--- config.mk ---
export PLATFORM = sky130hd
export DESIGN_NAME = mul_shift_add_ctrl
export DESIGN_NICKNAME = d
export VERILOG_FILES = /design/src/rtl/mul_shift_add_ctrl.sv
export SDC_FILE = /design/constraint.sdc
export NUM_CORES = 1
export LEC_CHECK = 0
export CAP_MARGIN = 5
export CORE_MARGIN = 3
export CORE_UTILIZATION = 54
export CTS_CLUSTER_DIAMETER = 120
export DETAILED_ROUTE_END_ITERATION = 7
export GPL_TIMING_DRIVEN = 0
export PLACE_DENSITY = 0.78
export SLEW_MARGIN = 25
export SYNTH_ARGS = -nofsm -noshare
export SYNTH_HDL_FRONTEND = slang
export SYNTH_SLANG_ARGS = --single-unit
--- constraint.sdc ---
create_clock -name clk -period 2.9 [get_ports clk]
set_input_delay 0.29 -clock clk [delete_from_list [all_inputs] [get_ports clk]]
set_output_delay 0.29 -clock clk [all_outputs]
set_load 0.005 [all_outputs]
--- src/rtl/mul_shift_add_ctrl.sv ---
// -----------------------------------------------------------------------------
// mul_shift_add_ctrl
//   Sequential shift-and-add multiplier with its own controller. Operand A and
//   then operand B arrive over one shared bus, each qualified by in_valid. In
//   signed mode the operands are converted to magnitudes and the sign is
//   applied to the full-width product at the end. The loop stops as soon as
//   the remaining multiplier bits are all zero. The product is a full 2*WIDTH
//   bits wide, so nothing is truncated.
//
// Ports
//   clk          rising-edge clock
//   rst_n        asynchronous active-low reset
//   start        request a multiply; accepted in IDLE only
//   signed_en    1 = two's-complement operands; sampled together with start
//   in_valid     data_in carries an operand this cycle (LDA / LDB only)
//   data_in      shared operand bus: A first, then B
//   busy         high in LDA, LDB, CALC and FIX
//   done         one-cycle pulse in DONE; product is valid
//   product      result; held until the next operation enters LDA
//   dbg_state_o  current FSM state, for checkers and debug
//
// Handshake: an operand is transferred on any rising edge where the FSM is in
// LDA (for A) or LDB (for B) and in_valid is high. There is no ready signal;
// the block is always ready in those two states and ignores in_valid in every
// other state.
// -----------------------------------------------------------------------------
module mul_shift_add_ctrl #(
  parameter int WIDTH = 16
) (
  input  logic                 clk,
  input  logic                 rst_n,
  input  logic                 start,
  input  logic                 signed_en,
  input  logic                 in_valid,
  input  logic [WIDTH-1:0]     data_in,
  output logic                 busy,
  output logic                 done,
  output logic [2*WIDTH-1:0]   product,
  output logic [2:0]           dbg_state_o
);

  localparam logic [2:0] S_IDLE = 3'd0;
  localparam logic [2:0] S_LDA  = 3'd1;
  localparam logic [2:0] S_LDB  = 3'd2;
  localparam logic [2:0] S_CALC = 3'd3;
  localparam logic [2:0] S_FIX  = 3'd4;
  localparam logic [2:0] S_DONE = 3'd5;

  logic [2:0]         state_q, state_d;
  logic               mode_q, mode_d;
  logic               neg_a_q, neg_a_d;
  logic               neg_b_q, neg_b_d;
  logic [2*WIDTH-1:0] a_q, a_d;          // multiplicand, shifted left each step
  logic [WIDTH-1:0]   b_q, b_d;          // multiplier, shifted right each step
  logic [2*WIDTH-1:0] p_q, p_d;          // running partial product
  logic [2*WIDTH-1:0] product_q, product_d;

  logic               in_neg;
  logic [WIDTH-1:0]   in_mag;

  // Magnitude of the incoming operand. For -2^(WIDTH-1) the negation wraps
  // back to 2^(WIDTH-1), which is exactly right when read as unsigned.
  assign in_neg = mode_q & data_in[WIDTH-1];
  assign in_mag = in_neg ? (~data_in + 1'b1) : data_in;

  always_comb begin
    state_d   = state_q;
    mode_d    = mode_q;
    neg_a_d   = neg_a_q;
    neg_b_d   = neg_b_q;
    a_d       = a_q;
    b_d       = b_q;
    p_d       = p_q;
    product_d = product_q;

    case (state_q)
      S_IDLE: begin
        if (start) begin
          state_d   = S_LDA;
          mode_d    = signed_en;
          // Clearing here makes product read 0 for the whole of LDA.
          p_d       = '0;
          product_d = '0;
        end
      end

      S_LDA: begin
        if (in_valid) begin
          a_d     = {{WIDTH{1'b0}}, in_mag};
          neg_a_d = in_neg;
          state_d = S_LDB;
        end
      end

      S_LDB: begin
        if (in_valid) begin
          b_d     = in_mag;
          neg_b_d = in_neg;
          state_d = S_CALC;
        end
      end

      S_CALC: begin
        if (b_q == '0) begin
          state_d = S_FIX;
        end else begin
          if (b_q[0]) p_d = p_q + a_q;
          a_d = a_q << 1;
          b_d = b_q >> 1;
        end
      end

      S_FIX: begin
        // Negating zero yields zero, so a zero operand never gives -0.
        p_d       = (neg_a_q ^ neg_b_q) ? (~p_q + 1'b1) : p_q;
        product_d = p_d;
        state_d   = S_DONE;
      end

      S_DONE: begin
        state_d = S_IDLE;
      end

      default: begin
        state_d = S_IDLE;
      end
    endcase
  end

  always_ff @(posedge clk or negedge rst_n) begin
    if (!rst_n) begin
      state_q   <= S_IDLE;
      mode_q    <= 1'b0;
      neg_a_q   <= 1'b0;
      neg_b_q   <= 1'b0;
      a_q       <= '0;
      b_q       <= '0;
      p_q       <= '0;
      product_q <= '0;
    end else begin
      state_q   <= state_d;
      mode_q    <= mode_d;
      neg_a_q   <= neg_a_d;
      neg_b_q   <= neg_b_d;
      a_q       <= a_d;
      b_q       <= b_d;
      p_q       <= p_d;
      product_q <= product_d;
    end
  end

  assign busy        = (state_q == S_LDA) || (state_q == S_LDB) ||
                       (state_q == S_CALC) || (state_q == S_FIX);
  assign done        = (state_q == S_DONE);
  assign product     = product_q;
  assign dbg_state_o = state_q;

endmodule

==> results of run 1 <==
-- state kept, by name, indices dropped and copies added (netlist names) --
signal	cells
a_q	32
p_q	32
product	32
b_q	16
dbg_state_o	3
mode_q	1
neg_a_q	1
neg_b_q	1
-- placed cells by master, fill, tap and decap left out, drive strengths merged, types with 5 or more instances in the layout --
cell | Yosys | routed
o21a | 8 | 8
nand4 | 9 | 9
mux2i | 8 | 8
o22ai | 5 | 5
o31ai | 8 | 8
o21ai | 138 | 138
and2 | 6 | 6
clkbuf | 42 | 60
inv | 11 | 11
clkdlybuf4s50 | 0 | 56
nor2 | 56 | 56
nand2 | 160 | 160
buf | 3 | 14
nor4 | 13 | 13
a21o | 22 | 22
o211ai | 6 | 6
dfrtp | 118 | 118
nor3 | 15 | 15
nor2b | 5 | 5
a21oi | 74 | 74
nand3 | 28 | 28
or3 | 6 | 6
clkinv | 0 | 6
xor2 | 30 | 30
ha | 33 | 33
xnor2 | 38 | 38
-- cell families (layout without fill, tap and decap cells) --
| kind of cell | after synthesis | in the layout |
|---|---|---|
| mux | 11 | 11 |
| flops | 118 | 118 |
| buf+inv | 56 | 152 |
| compound gates | 300 | 300 |
| simple gates | 319 | 319 |
| fa+ha+maj | 34 | 34 |
| xor+xnor | 68 | 68 |
-- power by group through the flow --
| stage | Sequential [mW] | Clock, mW | Combinational (mW) |
|---|---|---|---|
| floorplan | 2.72 | 0 | 3.76 |
| global placement | 2.90 | 0 | 5.15 |
| detailed placement | 2.92 | 0 | 5.24 |
| CTS | 2.91 | 2.10 | 5.31 |
| global route | 3.01 | 2.16 | 6.04 |
| finish | 2.93 | 2.10 | 5.47 |
-- final cells by class --
cell class	instances	area share, %
inverters	11	0.452
clock buffers	20	4.89
plain buffers	43	2.26
flip-flops and latches	118	32.4
well taps	176	2.41
repair buffers	68	7.41
clock inverters	10	1.44
multi-input cells	732	48.7
-- routing by layer --
layer / vias up / part of all wire (%)
met5: - / 0
met4: 0 / 2.6
met3: 47 / 8.0
met2: 331 / 43
met1: 3346 / 46
li1: 3416 / -
-- metrics by stage --
stage | cells | utilization, % | setup WS [ns] | TNS, ns | hold slack (ns)
after detailed placement | 1140 | 62.3 | -0.317 | -1.18 | 0.232
final | 1178 | 67.6 | -0.0796 | -0.115 | 0.354
after global placement | 1139 | 62.1 | -2.98 | -351.60 | 0.458
after CTS | 1174 | 67.1 | -0.0259 | -0.0259 | 0.358
after global routing | 1178 | 67.6 | -0.241 | -0.730 | 0.416
after floorplan | 906 | - | 0.0278 | 0 | -0.00559
-- worst reg2reg max path: cells and delay by family, from the launching register on --
family,cells,cell delay (ns)
AO/OA/AOI/OAI,8,1.58
multiplexers,1,0.27
flip-flops,1,0.45
adder cells (fa/ha/maj),2,0.56
-- timing repair --
action | in CTS | in global routing
hold buffers | 1 | 0
gates resized for setup | 7 | 16
pin swaps | 8 | 11
setup endpoints to repair | 8 | 14
endpoints found under the hold margin | 42 | 0
setup buffers | 5 | 4
-- worst max-delay path by stage --
stage                     slack (ns)  cells past startpoint  startpoint          end
final                          -0.08                     11      a_q[0]      p_q[28]
after global routing           -0.24                     11      a_q[0]      p_q[28]
after CTS                      -0.03                     11      a_q[0]      p_q[28]
after detailed placement       -0.32                     11      a_q[0]      p_q[28]
after global placement         -2.98                      1       rst_n  product[29]
after floorplan                 0.03                     11      p_q[0]      p_q[28]
==> flow_summary.toml, run 1 <==
[run]
cap_viol_max_count = 0

[yosys]
yosys-top-cells-area = "dfrtp_1, o21ai_0, nand2_1, ha_1, a21oi_1"
synth_area_per_cell_um2 = 8.39
yosys_warnings = 0
syn-cell-area_um2 = 7600
syn_inst = 906
ys_top_cells_by_count = "nand2_1, o21ai_0, dfrtp_1"
synth_top_area_share_pct = 38.8
synth_top_family_by_area = "compound AO/OA/AOI/OAI gates"
synth-seq-cells = 118
yosys.area.top_type = "dfrtp_1"
synth_fa_ha_area_share_pct = 5.70
syn_nets = 961
ys_types = 69
yosys.area_share.xor_xnor_pct = 7.84
synth_edf_count = 0
synthArstFlopShare_pct = 100
synth_compound_area_share_pct = 23.9
muxShareOfSynthArea_pct = 1.50
ys_seq_area_share_pct = 38.8
yosysMostFrequentCell = "nand2_1"
ys.flop_type = "dfrtp_1"
synth_simple_gate_area_share_pct = 18.9

[power_and_ir_drop]
power.switching_mw = 4.71
p_comb_share_pct = 52.1
fin_total_pwr_mw = 10.5
pwr-share-seq_pct = 27.9
power.density_nw_per_um2 = 1150
swShare_pct = 44.8
p_int_mw = 5.80
total_leakage_power_nw = 4.16
vdd_drop_max_v = 0.000553
clockPowerShare_pct = 20.0

[grt]
antenna_found_initial = 0
grt_pass1_vias = 6702
grt_pass1_wl_um = 34700
grt_max_degree = 77
met1_usage_pct = 39.9
grt_use_met3_pct = 4.97
gr-usage-met2_pct = 41.7
grt_usage_pct = 27.8
grt.busiest_layer = "met2"
grt_overflow = 0

[clock_network]
cts_num_sinks = 118
ctsRootBufferMaster = "clkbuf_16"
numCtsBuffers = 17
h-tree-depth = 4
clk_latency_ns = 0.43
cts_tree = "done"
cts.clk_slew.worst_paths_ns = 0.06
clock_path_buffers = 2

[routing]
drtPass1Iterations = 6
viasPerCell = 6.06
wl_per_cell_um = 18.2
drc_errors = 0
vias = 7140
drtIter0Drc = 677
wirelength_um = 21500
postRouteAntennaNets = 0

[setup_path]
critPathCaptureType = "flip-flop"
path_max_fanout = 3
crit_family = "compound AO/OA/AOI/OAI gates"
crit_type = "reg -> reg"
r2r_cells = 11
crit_required_ns = 3.21
cp_slowest_cell = "dfrtp_2"
rrSetupSlack_ns = -0.08
cp.arrival_ns = 3.29
cp_cell_sequence = "ha_4 -> fa_2 -> a211oi_4 -> o211ai_2 -> a41o_1 -> a31o_1 -> a21oi_2 -> o21ai_2 -> a221oi_4 -> mux2i_1 -> a21oi_1"
r2r-start = "a_q[0]"
worstReg2RegEnd = "p_q[28]"
slowest_delay_ns = 0.45
path_buf_inv = 0
worstSetupStartpointType = "flip-flop"

[timing]
fmax_mhz = 336
drv_slew = 0
slew_headroom_pct = 40.3
rsz0062_at_grt = "yes"
hold_viol = 0
setup_viol = 2
fin_worst_skew_ns = 0.00830
finalCriticalPeriod_ns = 2.98
tightest_slew_ns = 0.893
setup_ws_ns = -0.0796
fin_crit_sh_pct = 103

[run_status]
status = "finished with violations"
violations = "negative setup slack"

[finish]
nNetsFinal = 1046
post-route-cell-area_um2 = 9130
areaGrowthSynthToFinish_pct = 20.1
drive_above_1_share_pct = 8.38
n_antenna_cell = 0
fillers = 1130
multi_input_area_um2 = 4450
seqCellArea_um2 = 2960

[placement]
dp_hpwl_um = 15700
io_buffers = 57
place_congestion = 0.943
placed_area_um2 = 8420

[floorplanning]
dieWidth_um = 125
rows = 42
dieArea_um2 = 15500
ios = 58
start_util_pct = 56.3
core_area_um2 = 13500
die_h_um = 125

[min_path]
hold_class = "in -> async"
No activity file was read; power rests on OpenSTA's default activity.
==> run 2: changes to the inputs <==
- TNS_END_PERCENT: unset -> 100
==> results of run 2 <==
Same layout as run 1: the final DEF is identical, and so are final timing and power.
